===== config.mk =====
export PLATFORM = sky130hd
export DESIGN_NAME = tinyalu_core
export DESIGN_NICKNAME = d
export VERILOG_FILES = /design/src/rtl/tinyalu_core.sv
export SDC_FILE = /design/constraint.sdc
export NUM_CORES = 1
export LEC_CHECK = 0
export ABC_CLOCK_PERIOD_IN_PS = 11600
export BUFFER_PORTS_ARGS = -buffer_cell sky130_fd_sc_hd__buf_4
export CAP_MARGIN = 25
export CORE_ASPECT_RATIO = 1.75
export CORE_MARGIN = 2
export CORE_UTILIZATION = 60
export CTS_CLUSTER_DIAMETER = 200
export DETAILED_ROUTE_END_ITERATION = 10
export HOLD_SLACK_MARGIN = 0.08
export PLACE_DENSITY = 0.83
export SYNTH_ARGS = -nofsm -noshare
export SYNTH_HDL_FRONTEND = slang
export SYNTH_SLANG_ARGS = --single-unit
export TNS_END_PERCENT = 10

===== constraint.sdc =====
create_clock -name clk -period 11.6 [get_ports clk]
set_input_delay 0.58 -clock clk [delete_from_list [all_inputs] [get_ports clk]]
set_output_delay 0.58 -clock clk [all_outputs]
set_load 0.05 [all_outputs]

===== src/rtl/tinyalu_core.sv =====
// tinyalu_core: responder end of the TinyALU command protocol.
// Accepts a start/op/A/B command, executes add/and/xor in one cycle or mul in
// MUL_LATENCY cycles, and returns a 16-bit result with a one-cycle done pulse.
module tinyalu_core #(
    parameter int unsigned MUL_LATENCY = 3
) (
    input  logic        clk,
    input  logic        reset_n,
    input  logic [7:0]  A,
    input  logic [7:0]  B,
    input  logic [2:0]  op,
    input  logic        start,
    output logic        done,
    output logic [15:0] result,
    output logic        err
);

    localparam int unsigned CNT_W = 4;
    localparam int unsigned RES_W = 16;

    localparam logic [2:0] OP_NOP = 3'b000;
    localparam logic [2:0] OP_ADD = 3'b001;
    localparam logic [2:0] OP_AND = 3'b010;
    localparam logic [2:0] OP_XOR = 3'b011;
    localparam logic [2:0] OP_MUL = 3'b100;

    typedef enum logic [1:0] {
        S_IDLE     = 2'd0,
        S_BUSY     = 2'd1,
        S_WAIT_LOW = 2'd2
    } state_t;

    state_t             r_state;
    logic               r_armed;
    logic [CNT_W-1:0]   r_count;
    logic [7:0]         r_a;
    logic [7:0]         r_b;
    logic [2:0]         r_op;
    logic               r_done;
    logic [RES_W-1:0]   r_result;
    logic               r_err;
    logic               r_err_pend;

    state_t             w_state;
    logic               w_armed;
    logic [CNT_W-1:0]   w_count;
    logic [7:0]         w_a;
    logic [7:0]         w_b;
    logic [2:0]         w_op;
    logic               w_done;
    logic [RES_W-1:0]   w_result;
    logic               w_err;
    logic               w_err_pend;
    logic [RES_W-1:0]   w_alu;
    logic [8:0]         w_sum;

    // Datapath on the captured operands; only consumed on the completion edge.
    always_comb begin
        w_sum = 9'(r_a) + 9'(r_b);
        case (r_op)
            OP_ADD:  w_alu = {7'b0, w_sum};
            OP_AND:  w_alu = {8'b0, r_a & r_b};
            OP_XOR:  w_alu = {8'b0, r_a ^ r_b};
            OP_MUL:  w_alu = RES_W'(r_a) * RES_W'(r_b);
            default: w_alu = r_result;
        endcase
    end

    // Next-state and next-output logic; single-cycle ops use BUSY with a count of 1.
    always_comb begin
        w_state    = r_state;
        w_armed    = r_armed;
        w_count    = r_count;
        w_a        = r_a;
        w_b        = r_b;
        w_op       = r_op;
        w_done     = 1'b0;
        w_result   = r_result;
        w_err      = r_err_pend;
        w_err_pend = 1'b0;

        case (r_state)
            S_IDLE: begin
                if (r_armed && start) begin
                    w_a     = A;
                    w_b     = B;
                    w_op    = op;
                    w_armed = 1'b0;
                    case (op)
                        OP_ADD, OP_AND, OP_XOR: begin
                            w_state = S_BUSY;
                            w_count = CNT_W'(1);
                        end
                        OP_MUL: begin
                            w_state = S_BUSY;
                            w_count = CNT_W'(MUL_LATENCY);
                        end
                        OP_NOP: begin
                            w_state = S_WAIT_LOW;
                        end
                        default: begin
                            w_state    = S_WAIT_LOW;
                            w_err_pend = 1'b1;
                        end
                    endcase
                end
            end
            S_BUSY: begin
                if (r_count == CNT_W'(1)) begin
                    w_done   = 1'b1;
                    w_result = w_alu;
                    w_state  = S_WAIT_LOW;
                end else begin
                    w_count = r_count - CNT_W'(1);
                end
            end
            S_WAIT_LOW: begin
                if (!start) begin
                    w_state = S_IDLE;
                    w_armed = 1'b1;
                end
            end
            default: begin
                w_state = S_IDLE;
                w_armed = 1'b1;
            end
        endcase
    end

    // State and registered-output update; reset discards any in-flight op.
    always_ff @(posedge clk or negedge reset_n) begin
        if (!reset_n) begin
            r_state    <= S_IDLE;
            r_armed    <= 1'b1;
            r_count    <= '0;
            r_a        <= '0;
            r_b        <= '0;
            r_op       <= OP_NOP;
            r_done     <= 1'b0;
            r_result   <= '0;
            r_err      <= 1'b0;
            r_err_pend <= 1'b0;
        end else begin
            r_state    <= w_state;
            r_armed    <= w_armed;
            r_count    <= w_count;
            r_a        <= w_a;
            r_b        <= w_b;
            r_op       <= w_op;
            r_done     <= w_done;
            r_result   <= w_result;
            r_err      <= w_err;
            r_err_pend <= w_err_pend;
        end
    end

    assign done   = r_done;
    assign result = r_result;
    assign err    = r_err;

endmodule

==> summary.md, run 1 <==
| Metric | Value |
|---|---|
| Synth cell types | 62 |
| Worst-Margin Slew | 0.891 ns |
| Pin count of the biggest net entering global routing | 46 |
| CP max stage delay | 0.54 ns |
| PostCTS Resize Cnt | 0 |
| Site Rows | between 40 and 50 |
| First DRT Iteration DRCs | a little over 200 |
| Total global-route track usage | 0.292 |
| # port buffers | 39 |
| Vias | between 3000 and 4000 |
| Ys flop type | dfrtp_1 |
| Sink Count | 45 |
| Headroom to the max-slew limit | 0.406 |
| Clock-pin slew on the worst setup and hold paths | 0.07 ns |
| Number of remaining DRC errors | 0 |
| Die width | ~70 um |
| Critical path's slowest cell | fa_1 |
| Routed WL | between 10000 and 15000 um |
| Layout Cells excl Fill | 583 |
| Placed cell areas | 4770 um^2 |
| Drt first pass iters | 4 |
| Post-route ant nets | 0 |
| RSZ-0062 raised after global routing | false |
| Slew Limit Fails | 0 |
| Avg Cell Area, Syn | 9.63 um^2 |
| Crit Path Category | flip-flop to flip-flop |
| Dpl ws | 6.82 ns |
| Die height | 117 um |
| H-tree depth | 2 |
| Worst-path cell chain | ha_1 -> fa_1 -> fa_1 -> fa_1 -> inv_1 -> fa_1 -> inv_1 -> ha_1 -> nor2_1 -> a21boi_0 -> o21bai_1 -> a21o_1 -> a2111oi_0 -> nor3_1 |
| CP Capture Type | flip-flop |
| Final worst slack | 6.79 ns |
| TritonCTS buffer count | 5 |
| Final setup fails | 0 |
| Setup Skew | between 0.01 and 0.015 ns |
| Register bit total from synthesis | 45 |
| DPL Wire Length | 8030 um |
| RD Place Congestion | roughly 0.95 |
| Hold-fix buffers at CTS | 0 |
| Vias in the first global route | 3647 |
| Synthesized area | between 4000 and 5000 um^2 |
| Post-Syn Instances | 457 |
| Die area | 8060 um^2 |
| Share of cells above drive strength 1 | 0.163 |
| # Max-Cap Violations | 0 |
| Dpl cells | 575 |
| I/O pins | 40 |
| Gr ovfl total | 0 |
| Final period util | 0.414 |
| Clock Latency Late Sink | 0.30 ns |
| Tmin final | slightly below 5 ns |
| Via/cell ratio | 5.92 |
| Crit path DAT | 4.98 ns |
| Top cell by count, worst path | fa_1 |
| Initial antenna violation count | 0 |
| CTS tree | yes |
| Fmax | 0.208 GHz |
| Async SR Flop Fraction | 1.00 |
| Area Growth Syn to Fin | 12.3% |
| Worst-path maximum fanout | 9 |
| CP Launch Type | flip-flop |
| Hold/Removal Path Class | primary input to async pin |
| CP Data Required Time | 11.77 ns |
| First-pass GRT wire length | 17200 um |
| Core area | 7180 um^2 |
| Fin. Hold Viols | 0 |
| Clock root buffer | clkbuf_16 |
| Setup TNS | 0 ns |
| Sequential area share after synthesis | 0.256 |
| Nets | 601 |
| Finished Cell Area | just under 5000 um^2 |
| Post-CTS setup buffer count | 0 |
| Antenna cells | 0 |
| Status | complete, no violations |
| Clock tree buffer depth | 2 |
| Routed length per instance | ~18 um |
| Synthesis Warnings | 0 |
| Initial Utilization | 0.613 |
| Syn Nets | approximately 560 |
| Number of synthesized flops with an enable pin | 0 |
==> synth_stat cells, drive strengths merged (2+ instances only) <==
| cell | number | area share |
|---|---|---|
| a2111oi | 2 | 0.0054 |
| a211oi | 2 | 0.0063 |
| a21boi | 4 | 0.0068 |
| a21o | 6 | 0.011 |
| a21oi | 15 | 0.017 |
| a221oi | 3 | 0.0060 |
| a22o | 2 | 0.0043 |
| a31oi | 2 | 0.0028 |
| a32oi | 2 | 0.0040 |
| and2 | 47 | 0.067 |
| and2b | 3 | 0.0054 |
| and3 | 3 | 0.0054 |
| and3b | 2 | 0.0040 |
| buf | 5 | 0.0063 |
| clkbuf | 3 | 0.0026 |
| dfrtp | 44 | 0.25 |
| fa | 37 | 0.17 |
| ha | 46 | 0.13 |
| inv | 58 | 0.049 |
| mux2 | 18 | 0.046 |
| mux2i | 8 | 0.018 |
| nand2 | 38 | 0.033 |
| nand2b | 5 | 0.0071 |
| nor2 | 20 | 0.017 |
| nor3 | 5 | 0.0057 |
| nor3b | 2 | 0.0034 |
| o21a | 3 | 0.0051 |
| o21ai | 36 | 0.043 |
| o22ai | 4 | 0.0057 |
| o31a | 2 | 0.0040 |
| or2 | 2 | 0.0028 |
| or3 | 2 | 0.0028 |
| xnor2 | 5 | 0.010 |
| xor2 | 5 | 0.010 |
==> final cells by class <==
class | instances | area (um^2)
clock buffers | 6 | 129
clock inverters | 2 | 38.8
fillers | 586 | 2240
inverters | 58 | 218
multi-input cells | 346 | 3020
flip-flops and latches | 45 | 1130
well taps | 86 | 108
repair buffers | 40 | 300
==> state kept, by name, indices dropped and copies added (netlist names) <==
| signal | cells |
|---|---|
| r_armed | 1 |
| err | 1 |
| r_op | 3 |
| result | 16 |
| r_b | 8 |
| done | 1 |
| r_state | 2 |
| r_err_pend | 1 |
| r_count | 4 |
| r_a | 8 |
==> kinds of logic after synthesis <==
group,after synthesis,synth area share
buffers and inverters,66,0.0583
DFF,45,0.256
adders and majority gates,84,0.301
and+or+nand+nor,135,0.163
muxes,26,0.0643
AOI/OAI and AO/OA,91,0.137
xor gates and xnor gates,10,0.0199
==> final timing paths <==
check                           start    endpoint  slack [ns]  cells past startpoint
max in group asynchronous     reset_n  result[13]       10.93                      1
hold reg to reg            r_err_pend         err        0.35                      0
setup / recovery               r_a[3]  result[15]        6.79                     14
setup reg to reg               r_a[3]  result[15]        6.79                     14
min in group clk           r_err_pend         err        0.35                      0
hold / removal                reset_n  r_err_pend        0.27                      1
==> placed cells by master (no fill, tap or decap), drive strengths merged, types with 2 or more instances in the layout <==
cell type	count
inv	58
and2	47
ha	46
dfrtp	44
buf	40
nand2	38
fa	37
o21ai	36
nor2	20
mux2	18
a21oi	15
mux2i	8
a21o	6
clkbuf	6
xor2	5
nor3	5
xnor2	5
nand2b	5
o22ai	4
a21boi	4
a221oi	3
o21a	3
and3	3
and2b	3
o31a	2
or3	2
a32oi	2
and3b	2
or2	2
a31oi	2
a211oi	2
a22o	2
a2111oi	2
nor3b	2
==> routing by layer <==
metal / wire length [um] / GRT usage / vias to the layer above
li1: - / - / 1628
met1: 3870 / 0.328 / 1704
met2: 5590 / 0.512 / 82
met3: 367 / 0.0507 / 35
met4: 455 / 0.152 / 0
met5: 0 / 0 / -
==> worst max-delay path, delay by kind of cell (launching register included) <==
family / cells / cell delay [ns]
AO/OA/AOI/OAI: 4 / 1.15
flip-flops: 1 / 0.50
buffers and inverters: 2 / 0.10
adder cells (fa/ha/maj): 6 / 2.67
AND/OR/NAND/NOR: 2 / 0.26
==> per-stage QoR <==
| step | util | hold slack, ns |
|---|---|---|
| final | 0.688 | 0.274 |
| after global placement | 0.665 | 0.333 |
| after detailed placement | 0.665 | 0.335 |
| after CTS | 0.688 | 0.297 |
| after global routing | 0.688 | 0.335 |
| after floorplan | - | 0.284 |
Power of run 1 is left out: the tool's default activity adds up to more than one toggle a clock period on the data nets, which glitch-free logic cannot reach.
==> run 2: changes to the inputs <==
--- a/config.mk
+++ b/config.mk
@@ -5,7 +5,7 @@
 export SDC_FILE = /design/constraint.sdc
 export NUM_CORES = 1
 export LEC_CHECK = 0
-export ABC_CLOCK_PERIOD_IN_PS = 11600
+export ABC_CLOCK_PERIOD_IN_PS = 4800
 export BUFFER_PORTS_ARGS = -buffer_cell sky130_fd_sc_hd__buf_4
 export CAP_MARGIN = 25
 export CORE_ASPECT_RATIO = 1.75
==> constraint.sdc (replaced) <==
create_clock -name clk -period 4.8 [get_ports clk]
set_input_delay 0.24 -clock clk [delete_from_list [all_inputs] [get_ports clk]]
set_output_delay 0.24 -clock clk [all_outputs]
set_load 0.05 [all_outputs]
==> summary.md, run 2 (same netlist as run 1, synthesis figures left out) <==
| Metric | Value |
|---|---|
| Share of cells above drive strength 1 | 0.188 (+0.0255) |
| Worst-path cell chain | ha_2 -> fa_1 -> fa_1 -> fa_1 -> inv_1 -> fa_1 -> inv_1 -> ha_1 -> nor2_1 -> a21boi_1 -> o21bai_1 -> a21o_1 -> a2111oi_1 -> nor3_1 |
| Antenna cells | 0 (unchanged) |
| Tmin final | 4.62 ns (-0.187 ns) |
| Pin count of the biggest net entering global routing | 46 (unchanged) |
| Crit path DAT | 4.78 ns (-0.20 ns) |
| Fmax | 0.216 GHz (+4.0%) |
| Clock root buffer | clkbuf_16 |
| Worst Min Path Start | B[1] |
| Initial antenna violation count | 0 (unchanged) |
| Headroom to the max-slew limit | 0.397 (-0.00908) |
| Status | complete, no violations |
| Initial Utilization | 0.613 (unchanged) |
| Vias | 3431 (-0.52%) |
| Slew Limit Fails | 0 (unchanged) |
| TritonCTS buffer count | 5 (unchanged) |
| CP max stage delay | 0.53 ns (about the same) |
| Hold WS | 0.154 ns (-0.121 ns) |
| CTS tree | yes |
| Worst R2R Setup Slack | 0.18 ns (-6.61 ns) |
| # port buffers | 39 (unchanged) |
| Critical Path Start | r_b[3] |
| # Max-Cap Violations | 0 (unchanged) |
| Setup TNS | 0 ns (unchanged) |
| Area occupied by registers | 1130 um^2 (+0.67%) |
| Met2 wire len | 5640 um (+0.93%) |
| Post-route ant nets | 0 (unchanged) |
| First DRT Iteration DRCs | 111 (-46%) |
| Vias in the first global route | 3683 (+0.99%) |
| Most frequent cells in the layout | 57 x inv_1, 46 x and2_1, 46 x buf_4, 45 x ha_1, 38 x dfrtp_1 |
| Top cell by count, worst path | fa_1 |
| CP Capture Type | flip-flop |
| Final setup fails | 0 (unchanged) |
| Fin. Hold Viols | 0 (unchanged) |
| Final period util | 0.963 (+0.548) |
| Worst-path maximum fanout | 9 (unchanged) |
| RSZ-0062 raised after global routing | false |
| CP Data Required Time | 4.96 ns (-6.81 ns) |
| Reg2reg start | r_b[3] |
| Clock-pin slew on the worst setup and hold paths | 0.07 ns (about the same) |
| Die width | 68.7 um (unchanged) |
| Hold/Removal Path Class | primary input to flip-flop |
| Met3 wire len | 339 um (-7.6%) |
| Clock Latency Late Sink | 0.29 ns (about the same) |
| Die area | 8060 um^2 (unchanged) |
| Area of the multi-input gates | 3030 um^2 (+0.12%) |
| Routed length per instance | 17.6 um (-0.36%) |
| Nets | 608 (+1.2%) |
| Routed WL | 10400 um (+0.84%) |
| DPL Wire Length | 8140 um (+1.4%) |
| I/O pins | 40 (unchanged) |
| Number of remaining DRC errors | 0 (unchanged) |
| Area Growth Syn to Fin | 13.5% |
| Clock tree buffer depth | 2 (unchanged) |
| H-tree depth | 2 (unchanged) |
| Worst-Margin Slew | 0.904 ns (+0.0136 ns) |
| Critical path's slowest cell | fa_1 |
| First-pass GRT wire length | 17100 um (-0.84%) |
| Site Rows | 41 (unchanged) |
| # fillers | 572 (-2.4%) |
| Setup Skew | 0.00435 ns (-0.00632 ns) |
| Max reg flops | 16 (unchanged) |
| CP Launch Type | flip-flop |
| Gr ovfl total | 0 (unchanged) |
| Max Used Layer | met4 |
| Commonest non-fill, non-tap cell in the layout | inv_1 |
| RD Place Congestion | 1.00 (+5.5%) |
| Die height | 117 um (unchanged) |
| Crit Path Category | flip-flop to flip-flop |
| Total global-route track usage | 0.289 (-0.00316) |
| WL met1 | 3910 um (+1.1%) |
| Layout Utilization | 0.695 (+0.00714) |
| Drt first pass iters | 4 (unchanged) |
| Via/cell ratio | 5.82 (-1.7%) |
| Sink Count | 45 (unchanged) |
| Core area | 7180 um^2 (unchanged) |
==> run 2: stage by stage <==
step	worst slack, ns	instance area, um^2	std cells
floorplan	0.569	4400	457
global placement	0.186	4820	581
detailed placement	0.0292	4820	581
CTS	0.0682	4980	590
global route	0.0129	4990	590
finish	0.179	4990	590
==> run 2: worst paths after layout <==
path	endpoint	cells past startpoint
setup / recovery	result[15]	14
hold / removal	r_b[1]	3
setup reg to reg	result[15]	14
hold reg to reg	err	0
max in group asynchronous	r_b[7]	2
min in group asynchronous	r_err_pend	2
==> run 2: cell type report <==
class / instances / share of cell area
Multi-Input combinational cell: 346 / 0.606
Timing Repair Buffer: 47 / 0.0712
Inverter: 58 / 0.0436
Clock buffer: 6 / 0.0278
Tap cell: 86 / 0.0215
Clock inverter: 2 / 0.00276
Sequential cell: 45 / 0.227
==> run 2: repair_timing <==
action / CTS / global route
endpoints found under the setup margin: 1 / 1
hold endpoints to repair: 44 / 0
resized for setup: 1 / 8
hold buffers: 1 / 0
setup buffers: 0 / 0
==> run 2: routing by layer <==
layer	global-route usage	vias to the layer above
li1	-	1630
met1	0.327	1683
met2	0.512	87
met3	0.0392	31
met4	0.148	0
met5	0	-
==> run 2: critical path, delay by kind of cell (launching register included) <==
family                     cells  cell delay, ns
adders and majority gates      6            2.56
DFF                            1            0.50
and+or+nand+nor                2            0.29
buffers and inverters          2            0.10
AOI/OAI and AO/OA              4            1.03
Power of run 2 is left out for the same reason.
